`src/rtl/idecode_pipe.sv`:
```
// idecode_pipe: decode stage with register bank, WB bypass, hazard detection, branch resolution and ID/EX register
// Ports: i_clock/i_reset (async active-low) clock and reset; i_enable freezes all state when low;
//        i_valid/i_inst/i_pc the IF/ID instruction; i_wb_* write-back port; i_ex_* hazard info from ID/EX;
//        i_dbg_addr/o_dbg_data debug read; o_stall/o_flush/o_target combinational pipeline control;
//        o_valid..o_pc the registered ID/EX contents.
`timescale 1ns/1ps
module idecode_pipe #(
    parameter int DATA_SIZE = 32,
    parameter int REG_SIZE  = 5,
    parameter int INST_SIZE = 32,
    parameter int PC_SIZE   = 32
) (
    input  logic                 i_clock,
    input  logic                 i_reset,
    input  logic                 i_enable,
    input  logic                 i_valid,
    input  logic [INST_SIZE-1:0] i_inst,
    input  logic [PC_SIZE-1:0]   i_pc,
    input  logic                 i_wb_reg_write,
    input  logic [REG_SIZE-1:0]  i_wb_addr,
    input  logic [DATA_SIZE-1:0] i_wb_data,
    input  logic                 i_ex_mem_read,
    input  logic                 i_ex_reg_write,
    input  logic [REG_SIZE-1:0]  i_ex_dest,
    input  logic [REG_SIZE-1:0]  i_dbg_addr,
    output logic [DATA_SIZE-1:0] o_dbg_data,
    output logic                 o_stall,
    output logic                 o_flush,
    output logic [PC_SIZE-1:0]   o_target,
    output logic                 o_valid,
    output logic                 o_reg_write,
    output logic                 o_mem_read,
    output logic                 o_mem_write,
    output logic                 o_halt,
    output logic [1:0]           o_reg_dest,
    output logic [DATA_SIZE-1:0] o_data_a,
    output logic [DATA_SIZE-1:0] o_data_b,
    output logic [DATA_SIZE-1:0] o_imm,
    output logic [REG_SIZE-1:0]  o_rs,
    output logic [REG_SIZE-1:0]  o_rt,
    output logic [REG_SIZE-1:0]  o_rd,
    output logic [PC_SIZE-1:0]   o_pc
);
    localparam int DEPTH = 2 ** REG_SIZE;

    logic [DATA_SIZE-1:0] bank [DEPTH];
    logic [5:0]           op, fn;
    logic [REG_SIZE-1:0]  rs, rt, rd;
    logic [DATA_SIZE-1:0] data_a, data_b, imm;
    logic                 is_r, is_jr, is_jalr, is_load, is_store, is_ialu;
    logic                 is_jal, is_beq, is_bne, is_j, is_hlt, is_branch;
    logic                 dec_write;
    logic [1:0]           dec_dest;
    logic                 load_use, ctrl_dep, taken, bubble;
    logic [PC_SIZE-1:0]   br_target, j_target;

    assign op = i_inst[31:26];
    assign fn = i_inst[5:0];
    assign rs = REG_SIZE'(i_inst[25:21]);
    assign rt = REG_SIZE'(i_inst[20:16]);
    assign rd = REG_SIZE'(i_inst[15:11]);
    assign imm = {{(DATA_SIZE-16){i_inst[15]}}, i_inst[15:0]};

    // Reads see the write-back value of the same cycle; r0 is never written so it reads 0.
    assign data_a     = (i_wb_reg_write && i_wb_addr == rs && rs != '0) ? i_wb_data : bank[rs];
    assign data_b     = (i_wb_reg_write && i_wb_addr == rt && rt != '0) ? i_wb_data : bank[rt];
    assign o_dbg_data = (i_wb_reg_write && i_wb_addr == i_dbg_addr && i_dbg_addr != '0) ? i_wb_data : bank[i_dbg_addr];

    always_ff @(posedge i_clock or negedge i_reset) begin
        if (!i_reset) begin
            for (int i = 0; i < DEPTH; i++) bank[i] <= '0;
        end else if (i_enable && i_wb_reg_write && i_wb_addr != '0) begin
            bank[i_wb_addr] <= i_wb_data;
        end
    end

    assign is_r      = op == 6'h00;
    assign is_jr     = is_r && fn == 6'h08;
    assign is_jalr   = is_r && fn == 6'h09;
    assign is_load   = op >= 6'h20 && op <= 6'h25;
    assign is_store  = op >= 6'h28 && op <= 6'h2B;
    assign is_ialu   = op >= 6'h08 && op <= 6'h0F;
    assign is_jal    = op == 6'h03;
    assign is_beq    = op == 6'h04;
    assign is_bne    = op == 6'h05;
    assign is_j      = op == 6'h02;
    assign is_hlt    = op == 6'h3F;
    assign is_branch = is_beq || is_bne;
    assign dec_write = (is_r && !is_jr) || is_load || is_ialu || is_jal;
    assign dec_dest  = (is_jal || is_jalr) ? 2'd2 : is_r ? 2'd1 : 2'd0;

    // rt is a true source only for R-type, branches and stores; loads and I-ALU write it.
    assign load_use = i_ex_mem_read && i_ex_dest != '0 &&
                      (i_ex_dest == rs || (i_ex_dest == rt && (is_r || is_branch || is_store)));
    // Branches and register jumps resolve here, so any pending ALU result they read must land first.
    assign ctrl_dep = (is_branch || is_jr || is_jalr) && i_ex_reg_write && i_ex_dest != '0 &&
                      (i_ex_dest == rs || (is_branch && i_ex_dest == rt));
    assign o_stall  = i_valid && !o_halt && (load_use || ctrl_dep);

    assign taken   = (is_beq && data_a == data_b) || (is_bne && data_a != data_b) ||
                     is_j || is_jal || is_jr || is_jalr;
    assign o_flush = i_valid && !o_stall && !o_halt && taken;

    assign br_target = i_pc + {{(PC_SIZE-16){i_inst[15]}}, i_inst[15:0]};
    assign j_target  = {i_pc[PC_SIZE-1:26], i_inst[25:0]};
    assign o_target  = !o_flush ? '0 : is_branch ? br_target : (is_j || is_jal) ? j_target : data_a[PC_SIZE-1:0];

    assign bubble = o_stall || !i_valid || o_halt;

    // o_halt doubles as the sticky halted flag: bubbles leave it untouched.
    always_ff @(posedge i_clock or negedge i_reset) begin
        if (!i_reset) begin
            o_valid     <= 1'b0;
            o_reg_write <= 1'b0;
            o_mem_read  <= 1'b0;
            o_mem_write <= 1'b0;
            o_halt      <= 1'b0;
            o_reg_dest  <= 2'd0;
            o_data_a    <= '0;
            o_data_b    <= '0;
            o_imm       <= '0;
            o_rs        <= '0;
            o_rt        <= '0;
            o_rd        <= '0;
            o_pc        <= '0;
        end else if (i_enable) begin
            if (bubble) begin
                o_valid     <= 1'b0;
                o_reg_write <= 1'b0;
                o_mem_read  <= 1'b0;
                o_mem_write <= 1'b0;
                o_reg_dest  <= 2'd0;
                o_data_a    <= '0;
                o_data_b    <= '0;
                o_imm       <= '0;
                o_rs        <= '0;
                o_rt        <= '0;
                o_rd        <= '0;
                o_pc        <= '0;
            end else begin
                o_valid     <= 1'b1;
                o_reg_write <= dec_write;
                o_mem_read  <= is_load;
                o_mem_write <= is_store;
                o_halt      <= is_hlt;
                o_reg_dest  <= dec_dest;
                o_data_a    <= data_a;
                o_data_b    <= data_b;
                o_imm       <= imm;
                o_rs        <= rs;
                o_rt        <= rt;
                o_rd        <= rd;
                o_pc        <= i_pc;
            end
        end
    end
endmodule

```
`config.mk`:
```
export PLATFORM = sky130hd
export DESIGN_NAME = idecode_pipe
export DESIGN_NICKNAME = d
export VERILOG_FILES = /design/src/rtl/idecode_pipe.sv
export SDC_FILE = /design/constraint.sdc
export NUM_CORES = 2
export LEC_CHECK = 0
export CORE_MARGIN = 1.5
export CORE_UTILIZATION = 55
export DETAILED_ROUTE_END_ITERATION = 12
export GPL_ROUTABILITY_DRIVEN = 1
export MAX_ROUTING_LAYER = met4
export PLACE_DENSITY = 0.78
export SYNTH_ARGS = -nofsm -noshare
export SYNTH_HDL_FRONTEND = slang
export SYNTH_SLANG_ARGS = --single-unit
```
`constraint.sdc`:
```
create_clock -name i_clock -period 6.2 [get_ports i_clock]
set_clock_uncertainty 0.2 [all_clocks]
set_input_delay 1.24 -clock i_clock [delete_from_list [all_inputs] [get_ports i_clock]]
set_output_delay 1.24 -clock i_clock [all_outputs]
set_load 0.01 [all_outputs]
```
==> flow_summary.ini <==
[placed_design]
place.gp.congestion = 1.04
dpl.hpwl_um = 175000
io_buffers = 333
dp_cells = 7941

[pwr]
leakage_uw = 0.0395
peakVddDrop_v = 0.000207
power_density_nw_per_um2 = 259

[floorplanning]
core_um2 = 130000
die-area_um2 = 134000
die_w_um = 366
initial_core_util_pct = 55.7
die_h_um = 366
pin_count = 334
placementRows = 132

[synth]
synth.distinct_cells = 73
yosysSeqAreaShare_pct = 39.9
synth_top_cell_by_area = dfrtp_1
ys_top_cells_by_area = dfrtp_1 40%, mux2_2 15%, mux2i_1 14%
syn_area_per_cell_um2 = 12.2
synth_top_flop_cell = dfrtp_1
ys_warn_count = 0
synth_seq_cells = 1153
yosysMostFrequentCell = dfrtp_1
synth_edf_count = 0
synth_top_area_share_pct = 39.9
synth_nets = 6064
synth_area_um2 = 72400
async_reset_ff_share_pct = 100
syn_inst = 5914
synth_common_cells = 1153 x dfrtp_1, 991 x mux2i_1, 961 x mux2_2, 468 x a22oi_1, 389 x clkbuf_1

[run]
max_cap_viol_count = 0

[route]
drt_iter0_drc = 8348
wl_per_cell_um = 33.9
firstDrtPassIters = 8
antenna_left = 0
vias = 60086
finalWirelength_um = 280000
drcViolationCount = 0
vias_per_cell = 7.27

[global_routing]
grt_pass1_wl_um = 408000
antenna_found_initial = 14
gr-usage-all-layers_pct = 42.3
grt_pass1_vias = 59834
grt_max_degree = 145
grt-ovfl-total = 0

[final_layout]
areaGrowthSynthToFinish_pct = 20.8
final_cells = 8265
final_nets = 6559
layout-drive-gt1-share_pct = 37.3

[timing]
period_share_pct = 112
setup_violations = 33
fmax_mhz = 144
drv_slew = 0
whs_ns = 0.215
fin_ws_ns = -0.733
post-route-min-period_ns = 6.93
tightest_slew_ns = 1.37
max_slew_margin_pct = 7.87
rsz0062_at_grt = yes
hold_viol_final = 0

[clock_tree]
cts_sinks = 1153
cts_root_buffer = clkbuf_16
cts_hold_buffers = 0
clock_latency_ns = 0.79
clk_pin_slew_worst_paths_ns = 0.06
clk_path_buf_depth = 3
htreeDepth = 4
cts_tree = yes
cts-buffers-inserted = 130

[worst_setup_path]
startpoint_type = input pin
critPathKind = in -> out
arrival_ns = 5.49
required_ns = 4.76
endpoint_kind = primary output
crit_fanout = 21

[outcome]
outcome = complete, but fails checks
violations = setup timing

[hold_path]
hp-class = reg -> reg
-- state kept, by name, indices dropped and copies added, names as in the netlist --
signal       flops
o_reg_dest       2
o_mem_read       1
o_rs             5
o_data_a        32
bank          1024
o_data_b        32
o_rt             5
o_valid          1
o_reg_write      1
o_halt           1
o_mem_write      1
o_pc            32
o_imm           16
-- kinds of logic after synthesis --
kind of cell	after synthesis	synth area share (%)
compound gates	981	10.1
xor+xnor	69	0.835
fa+ha+maj	32	0.564
buf+inv	681	4.24
flops	1153	39.9
mux	2314	39.9
simple gates	684	4.47
-- routing by layer --
metal	routed length (um)	global-route usage, %	share of wire, %	vias up
li1	-	-	-	23808
met1	96400	50.0	34	30060
met2	120000	59.9	43	4681
met3	37300	13.6	13	1537
met4	27000	32.2	9.6	0
met5	0	-	0	-
-- report_power, final --
part,internal (uW),switching (uW)
Combinational,2670,2600
Clock,4730,3350
Sequential,8380,901
-- final cells by class --
class / count / area, um2
Clock inverter: 45 / 589
Clock buffer: 183 / 3790
Multi-Input combinational cell: 4080 / 41200
Antenna cell: 18 / 45.0
Sequential cell: 1153 / 28900
Fill cell: 9176 / 42600
Inverter: 22 / 87.6
Timing Repair Buffer: 1022 / 10700
Tap cell: 1742 / 2180
-- per-stage QoR --
stage	power, uW	setup WS, ns	cell area (um2)	setup TNS [ns]	utilization (%)
global placement	14100	-1.69	81000	-54.69	62.3
floorplan	12200	0.230	72400	0	-
finish	22600	-0.733	87400	-22.68	67.3
global route	23300	-0.654	87400	-20.22	67.2
CTS	22400	-0.500	87100	-13.83	67.0
detailed placement	14300	-1.65	81000	-52.65	62.3
-- cells in the final DEF (no fill, tap or decap), types with 18 or more instances in the layout --
master,Yosys,final
a211oi_1,37,34
o21ai_0,108,108
a21oi_1,76,72
xnor2_1,51,41
and2_1,29,21
clkbuf_1,389,24
o31ai_1,31,31
buf_16,0,21
buf_2,100,32
clkbuf_16,0,137
a211oi_2,26,27
a41oi_1,42,31
a22oi_1,468,453
clkdlybuf4s50_1,0,277
nor2_4,0,19
buf_4,96,503
diode_2,0,18
clkinv_2,0,20
ha_1,31,31
buf_6,4,52
mux2_2,961,960
clkbuf_8,0,25
a22o_1,20,20
nor2_1,78,59
dfrtp_1,1153,1153
o2bb2ai_1,74,74
nand3_1,257,251
mux2i_1,991,987
nand2_1,231,216
xor2_1,18,18
inv_1,20,19
buf_12,0,108
mux4_2,362,362
-- critical path, stage by stage --
cell      delay [ns]
buf_12          0.16
buf_12          0.20
buf_16          0.21
buf_6           0.22
mux2i_1         0.25
a22oi_2         0.13
nand3_1         0.16
a41oi_2         0.17
o211ai_1        0.46
nand4b_1        0.18
or4_4           0.54
nor4_4          0.33
buf_4           0.19
mux2_4          0.32
nor2_4          0.13
buf_12          0.15
buf_12          0.14
buf_6           0.11
nor2_4          0.03
buf_6           0.13
-- worst paths after layout --
path | startpoint | endpoint | slack, ns | depth (start not counted)
setup / recovery | i_inst[16] | o_target[14] | -0.73 | 20
hold / removal | bank[999]$_DFFE_PN0P_ | bank[999]$_DFFE_PN0P_ | 0.21 | 0
min in group asynchronous | i_reset | o_pc[12]$_DFFE_PN0P_ | 0.27 | 1
setup reg to reg | bank[197]$_DFFE_PN0P_ | o_data_b[5]$_DFFE_PN0P_ | 3.48 | 7
max in group asynchronous | i_reset | bank[203]$_DFFE_PN0P_ | 4.09 | 2
hold reg to reg | bank[999]$_DFFE_PN0P_ | bank[999]$_DFFE_PN0P_ | 0.21 | 0
-- timing repair --
item / 4_1_cts / 5_1_grt
cloned: 18 / 3
pin swaps: 45 / 45
resized for setup: 329 / 60
endpoints found under the hold margin: 0 / 0
setup endpoints to repair: 33 / 33
buffers inserted: 56 / 5
No activity file was read; power rests on OpenSTA's default activity.
